[src/rtl/id_ex_stage.sv]
// ID/EX operand stage: 32x32 register file, rs1/rs2 forwarding and the ID/EX pipeline register.
// Optional write-through bypass of the writeback port is enabled by defining WB_BYPASS_EN.
module id_ex_stage #(
    parameter int XLEN = 32,
    parameter int NREG = 32,
    localparam int IW  = $clog2(NREG)
) (
    input  logic            iCLK,
    input  logic            iRSTn,
    input  logic            iValid,
    input  logic            iStall,
    input  logic            iFlush,
    input  logic [IW-1:0]   iRs1,
    input  logic [IW-1:0]   iRs2,
    input  logic [XLEN-1:0] iImm,
    input  logic            iUseImm,
    input  logic [3:0]      iAluCtrl,
    input  logic [IW-1:0]   iRd,
    input  logic            iRegWrite,
    input  logic            iMemFwdEn,
    input  logic [IW-1:0]   iMemFwdRd,
    input  logic [XLEN-1:0] iMemFwdData,
    input  logic            iWbEn,
    input  logic [IW-1:0]   iWbRd,
    input  logic [XLEN-1:0] iWbData,
    output logic [XLEN-1:0] oA,
    output logic [XLEN-1:0] oB,
    output logic [XLEN-1:0] oStoreData,
    output logic [3:0]      oAluCtrl,
    output logic [IW-1:0]   oRd,
    output logic            oRegWrite,
    output logic            oValid
);

    logic [XLEN-1:0] regFile [NREG];
    logic [XLEN-1:0] rs1Val_p0;
    logic [XLEN-1:0] rs2Val_p0;
    logic [XLEN-1:0] opB_p0;

    // EX/MEM wins over WB; x0 ignores every forward.
    function automatic logic [XLEN-1:0] resolveOperand(
        input logic [IW-1:0]   rs,
        input logic [XLEN-1:0] rfVal,
        input logic            memEn,
        input logic [IW-1:0]   memRd,
        input logic [XLEN-1:0] memData,
        input logic            wbEn,
        input logic [IW-1:0]   wbRd,
        input logic [XLEN-1:0] wbData
    );
        logic [XLEN-1:0] val;
        val = rfVal;
`ifdef WB_BYPASS_EN
        if (wbEn && (wbRd == rs))
            val = wbData;
`endif
        if (memEn && (memRd == rs))
            val = memData;
        if (rs == '0)
            val = '0;
        return val;
    endfunction

    always_ff @(posedge iCLK or negedge iRSTn) begin
        if (!iRSTn) begin
            for (int i = 0; i < NREG; i++)
                regFile[i] <= '0;
        end else if (iWbEn && (iWbRd != '0)) begin
            regFile[iWbRd] <= iWbData;
        end
    end

    // Stage p0: combinational operand resolution
    always_comb begin
        rs1Val_p0 = resolveOperand(iRs1, regFile[iRs1], iMemFwdEn, iMemFwdRd, iMemFwdData,
                                   iWbEn, iWbRd, iWbData);
        rs2Val_p0 = resolveOperand(iRs2, regFile[iRs2], iMemFwdEn, iMemFwdRd, iMemFwdData,
                                   iWbEn, iWbRd, iWbData);
        opB_p0    = iUseImm ? iImm : rs2Val_p0;
    end

    // Stage p1: ID/EX register, flush > stall > load
    always_ff @(posedge iCLK or negedge iRSTn) begin
        if (!iRSTn) begin
            oA         <= '0;
            oB         <= '0;
            oStoreData <= '0;
            oAluCtrl   <= '0;
            oRd        <= '0;
            oRegWrite  <= 1'b0;
            oValid     <= 1'b0;
        end else if (iFlush) begin
            oA         <= '0;
            oB         <= '0;
            oStoreData <= '0;
            oAluCtrl   <= '0;
            oRd        <= '0;
            oRegWrite  <= 1'b0;
            oValid     <= 1'b0;
        end else if (!iStall) begin
            oA         <= rs1Val_p0;
            oB         <= opB_p0;
            oStoreData <= rs2Val_p0;
            oAluCtrl   <= iAluCtrl;
            oRd        <= iRd;
            oRegWrite  <= iRegWrite & iValid;
            oValid     <= iValid;
        end
    end

endmodule

[config.mk]
export PLATFORM = sky130hd
export DESIGN_NAME = id_ex_stage
export DESIGN_NICKNAME = d
export VERILOG_FILES = /design/src/rtl/id_ex_stage.sv
export SDC_FILE = /design/constraint.sdc
export NUM_CORES = 2
export LEC_CHECK = 0
export CAP_MARGIN = 20
export CORE_ASPECT_RATIO = 1.25
export CORE_MARGIN = 1
export CORE_UTILIZATION = 60
export CTS_CLUSTER_SIZE = 20
export DETAILED_ROUTE_END_ITERATION = 12
export DONT_BUFFER_PORTS = 1
export GPL_ROUTABILITY_DRIVEN = 0
export PLACE_DENSITY_LB_ADDON = 0.2
export SLEW_MARGIN = 30
export SYNTH_ARGS = -nofsm -noshare
export SYNTH_HDL_FRONTEND = slang
export SYNTH_SLANG_ARGS = --single-unit
[constraint.sdc]
create_clock -name iCLK -period 2.06 [get_ports iCLK]
set_input_delay 0.515 -clock iCLK [delete_from_list [all_inputs] [get_ports iCLK]]
set_output_delay 0.515 -clock iCLK [all_outputs]
set_load 0.02 [all_outputs]
== After elaboration in Yosys (flattened, before gate mapping) ==
Index checks and enable logic that the tools add are counted.

* Reduce and logical (&&, ||, !) cells: 7
* Equality and inequality tests: 3
* Multiplexer cells: 28
* $lt $le $gt $ge: 4
* Bitwise gates (word level): 4

{| class="wikitable"
|+ Operators with widths
! operator !! count
|-
| $bwmux W1024 || 1
|-
| $mux W32 || 16
|-
| $bmux W32 S5 || 2
|-
| $demux W32 S5 || 1
|-
| $ge A6 B6 Y1 const B || 3
|-
| $not A5 Y6 || 3
|-
| $eq A5 B5 Y1 || 2
|-
| $logic_not A5 Y1 || 2
|-
| $mux W5 || 2
|-
| $mux W4 || 2
|-
| $lt A6 B1 Y1 const B || 1
|-
| $reduce_bool A5 Y1 || 1
|-
| $logic_and A1 B1 Y1 || 4
|-
| $mux W1 || 4
|-
| $ne A2 B1 Y1 const B || 1
|-
| $and A1 B1 Y1 || 1
|}

* Output and inout bits: 107
* Logic and storage cells: 85
* Input port bits: 134
* Register bits after elaboration: 1131

== Logic depth before layout (Yosys ltp) ==
* Depth in word-level cells: 9
* Gate-level depth with buffers: 11
* Gate-level depth less buffers: 5

== Worst setup path after synthesis ==
Ideal clock, no wire load.

* Path type: input-to-reg
* Start point: input port iRs1[1]
* End point: register oA[0]
* Arrival time: 2.336 ns
* Buffers on the path: 4
* Stages: 8
* Path slack: -0.409 ns
* Data required time: 1.926 ns
* Library setup time: 0.134 ns
* Cells stage by stage: buf_2 buf_4 buf_4 buf_2 mux4_2 mux2_2 a2111oi_0 o21ai_1

* Word-level cells in the longest chain between the ends: 8
* Elaborated cells between the ends (all ways): 11
* Those cells by class: eq/ne: 1; mux: 7; bitwise: 1; reduce/logical: 2

{| class="wikitable"
|+ RTL lines
! what !! RTL line !! text
|-
| start: declaration || 13 || <nowiki>input logic [IW-1:0] iRs1,</nowiki>
|-
| $not A5 Y6 (not written as such) || 75 || <nowiki>rs1Val_p0 = resolveOperand(iRs1, regFile[iRs1], iMemFwdEn, iMemFwdRd, iMemFwdData,</nowiki>
|-
| $bmux W32 S5 || 75 ||
|-
| $mux W32 (not written as such) (2 in a row) || 75 ||
|-
| $mux W32 || 57 || <nowiki>if (memEn && (memRd == rs))</nowiki>
|-
| $mux W32 * || 59 || <nowiki>if (rs == '0)</nowiki>
|-
| $mux W32 * || 100 || <nowiki>end else if (!iStall) begin</nowiki>
|-
| $mux W32 * || 92 || <nowiki>end else if (iFlush) begin</nowiki>
|-
| end signal: assignment || 101 || <nowiki>oA <= rs1Val_p0;</nowiki>
|-
| end: declaration || 26 || <nowiki>output logic [XLEN-1:0] oA,</nowiki>
|}

Mark *: on every way between the ends. The rest lies on a longest branch, timed or not. The select of a mux whose other input is x is not followed.
A chain may end at the register's enable or synchronous reset.

== Worst setup path in the final report ==
* Start point: input port iRs1[0]
* End point: register oA[6]

The elaborated chain is that of the path after synthesis.

==> run summary <==
Req. time, crit path = 2.67 ns
Vias in the first global route = 40.0k
Area share of fa/ha/maj cells after synthesis = 0
Post-synthesis sequential area ratio = 0.482
Worst Path Arrival = 3.14 ns
F_max = 395 MHz
Post-synthesis mux area share = 0.390
Routed len/inst = 33.6 um
Min Hold Slack = -0.116 ns
Flop2flop setup slack = -0.03 ns
Ports = 241
DRT iter0 DRCs = 4245
Reg2reg end = oA[21]
Slew @ Worst Pin = 1.43 ns
Clock latency on the worst-skew pair = 0.73 ns
CP Launch Type = input pin
Outcome = complete, but fails checks
Clock skew = 0.0260 ns
Sequential share of power = 0.467
Die area = 99200 um^2
CTS max path bufs = 3
Largest net degree at the start of global routing = 1132
Crit path capture = oA[6]
Xor/xnor share of the synthesized area = 0.00149
CTS Sinks = 1131
Hold Path Class = input pin to async pin
Vias/cell = 7.28
Post-DRT Antenna Nets = 0
Setup_tns = -9.57 ns
DR vias = 39.8k
Final Util = 0.688
FF-to-FF Start = regFile[565]
CTS tree = done
RSZ-0062 raised after global routing = true
Setup WS post-layout = -0.472 ns
Area fraction in and, or, nand and nor cells after synthesis = 0.0220
Max Cap Violations = 0
Pins Over Slew Limit = 0
Most common cell after layout, fill and taps aside = dfrtp_1
Number of synthesized flops with an enable pin = 0
Minimum clock period = 2.53 ns
Unique masters post-synth = 51
NetSw = 16.8 mW
Clock power share = 0.355
PwrDens = 944 nW/um^2
# port buffers = 0
Pleak = 29.3 nW
Peak supply drop = 0.000755 V
Post-Synthesis Cell Area = 58800 um^2
Pwr Total = 63.2 mW
Std-Cell Rows = 128
Dpl hpwl = 109000 um
Synthesized flop and latch total = 1131
Worst slack, placed = -0.733 ns
Final number of setup-violating endpoints = 46
First-pass GRT wire length = 270000 um
Chip height = 352 um
Length in cells of the worst reg-to-reg path = 6
Crit path max fanout = 265
Clock root buffer master = clkbuf_16
Yosys Warn Count = 0
Post-route DRC = 0
Total track usage = 0.373
Layout cell share with drive strength beyond 1 = 0.311
Fin nets = 4210
Fin. Hold Viols = 273
Final period util = 1.23
Antenna violations before repair = 8
Most frequent cells in the layout = 1131 x dfrtp_1, 663 x mux2_1, 389 x mux4_2
CTS HTree Levels = 3
Post-synth ARST share = 1.00
Largest family of logic cells by synthesized area = multiplexers
Cells after Synth = 4095
TritonCTS buffer count = 110
Slew HR = 0.0482
Synth-to-Final Area Change = 13.9%
Fillers = 6582
WS Path Type = input pin to register
Failing checks = negative hold slack, negative setup slack
Int Power = 46.4 mW
Sw frac = 0.266
Crit path launch = iRs1[0]
GR Overflow Total = 0
Post-synth top flop = dfrtp_1
Net Count, Synth = 4229
Worst Setup End Kind = register
Compound-Gate Fraction of Synth Area = 0.0685
1st-pass router iterations = 6
Die width = 282 um
Avg Cell Area, Syn = 14.4 um^2
Final wirelength = 184000 um
Initial Utilization = 0.604
Clock slew at reported path FFs = 0.06 ns
Core area = 97200 um^2
Combinational share of power = 0.177
==> cell usage after synthesis (7+ instances only) <==
cell / n / area share
dfrtp_1: 1131 / 0.48
mux2_1: 663 / 0.13
mux4_2: 389 / 0.15
mux2_2: 346 / 0.066
clkbuf_1: 300 / 0.019
mux2i_1: 280 / 0.048
nand2_1: 129 / 0.0082
o221ai_1: 76 / 0.011
a211oi_1: 67 / 0.0086
buf_2: 66 / 0.0056
buf_1: 59 / 0.0038
nor2_1: 59 / 0.0038
o22ai_1: 58 / 0.0062
a22oi_1: 57 / 0.0073
a22o_1: 44 / 0.0066
a222oi_1: 32 / 0.0055
a32oi_1: 32 / 0.0048
buf_4: 32 / 0.0041
inv_1: 32 / 0.0020
nor2b_1: 32 / 0.0034
a221o_1: 31 / 0.0053
a2111oi_0: 21 / 0.0031
a21oi_1: 17 / 0.0014
a31o_2: 13 / 0.0019
a311oi_1: 12 / 0.0018
nand3_1: 11 / 0.00094
nor3_1: 11 / 0.00094
o21ai_1: 10 / 0.00085
buf_6: 8 / 0.0015
nor4_1: 7 / 0.00075
==> critical path, cell delays in order <==
cell       delay [ns]
mux4_2           0.96
a22o_4           0.30
a2111oi_4        0.21
a311oi_2         0.08
buf_4            0.15
a221o_1          0.25
==> kinds of logic after synthesis <==
logic type | count (synthesis)
AO/OA/AOI/OAI | 497
XOR/XNOR | 10
buffers and inverters | 497
flip-flops | 1131
multiplexers | 1678
AND/OR/NAND/NOR | 282
==> how the worst min path moves through the flow <==
stage | end | slack [ns] | depth (start not counted)
after floorplan | oA[0] | 0.22 | 0
after global placement | regFile[727] | 0.25 | 0
after detailed placement | regFile[727] | 0.27 | 0
after CTS | regFile[727] | -0.51 | 0
after global routing | regFile[952] | -0.06 | 2
final | regFile[634] | -0.12 | 2
==> per-layer routing <==
layer | global-route usage | wire length (um) | up-vias
met3 | 0.117 | 20800 | 401
met5 | 0.00247 | 90 | -
met2 | 0.569 | 84900 | 2109
met4 | 0.141 | 6470 | 12
li1 | - | - | 15800
met1 | 0.501 | 71600 | 21500
==> power groups by stage <==
stage,Sequential (mW),Clock [mW],Combinational [mW]
6_report,29.5,22.4,11.2
5_1_grt,30.0,23.5,11.9
4_1_cts,29.3,22.6,10.5
3_5_place_dp,29.7,0,9.93
3_3_place_gp,29.5,0,9.64
2_1_floorplan,28.6,0,8.65
==> final cells by class <==
class / instances / area, um^2 / share of cell area
multi-input combinational: 2467 / 29000 / 0.434
sequential: 1131 / 28300 / 0.423
timing repair buffer: 334 / 3830 / 0.0573
clock buffer: 157 / 3230 / 0.0483
tap: 1300 / 1630 / 0.0243
clock inverter: 47 / 777 / 0.0116
inverter: 32 / 120 / 0.00179
antenna: 3 / 7.51 / 0.000112
==> repair_timing <==
action                                  in CTS  in global routing
endpoints found under the hold margin     2200                354
cloned                                       0                  4
hold buffers                                84                  5
endpoints found under the setup margin       7                393
buffers inserted                             2                  3
pin swaps                                    0                  7
gates resized for setup                      8                 24
==> per-stage QoR <==
step                cell area (um^2)  std cells
finish                         66900       5471
CTS                            66500       5450
global route                   66900       5469
global placement               61600       5160
detailed placement             61600       5160
floorplan                      59500       4095
==> flip-flops by register name, summed over array words and instances, names as in the netlist <==
register / cells
oA: 32
oAluCtrl: 4
oB: 32
oRd: 5
oRegWrite: 1
oStoreData: 32
oValid: 1
regFile: 1024
Note: power is estimated with default switching activity, not from simulation.
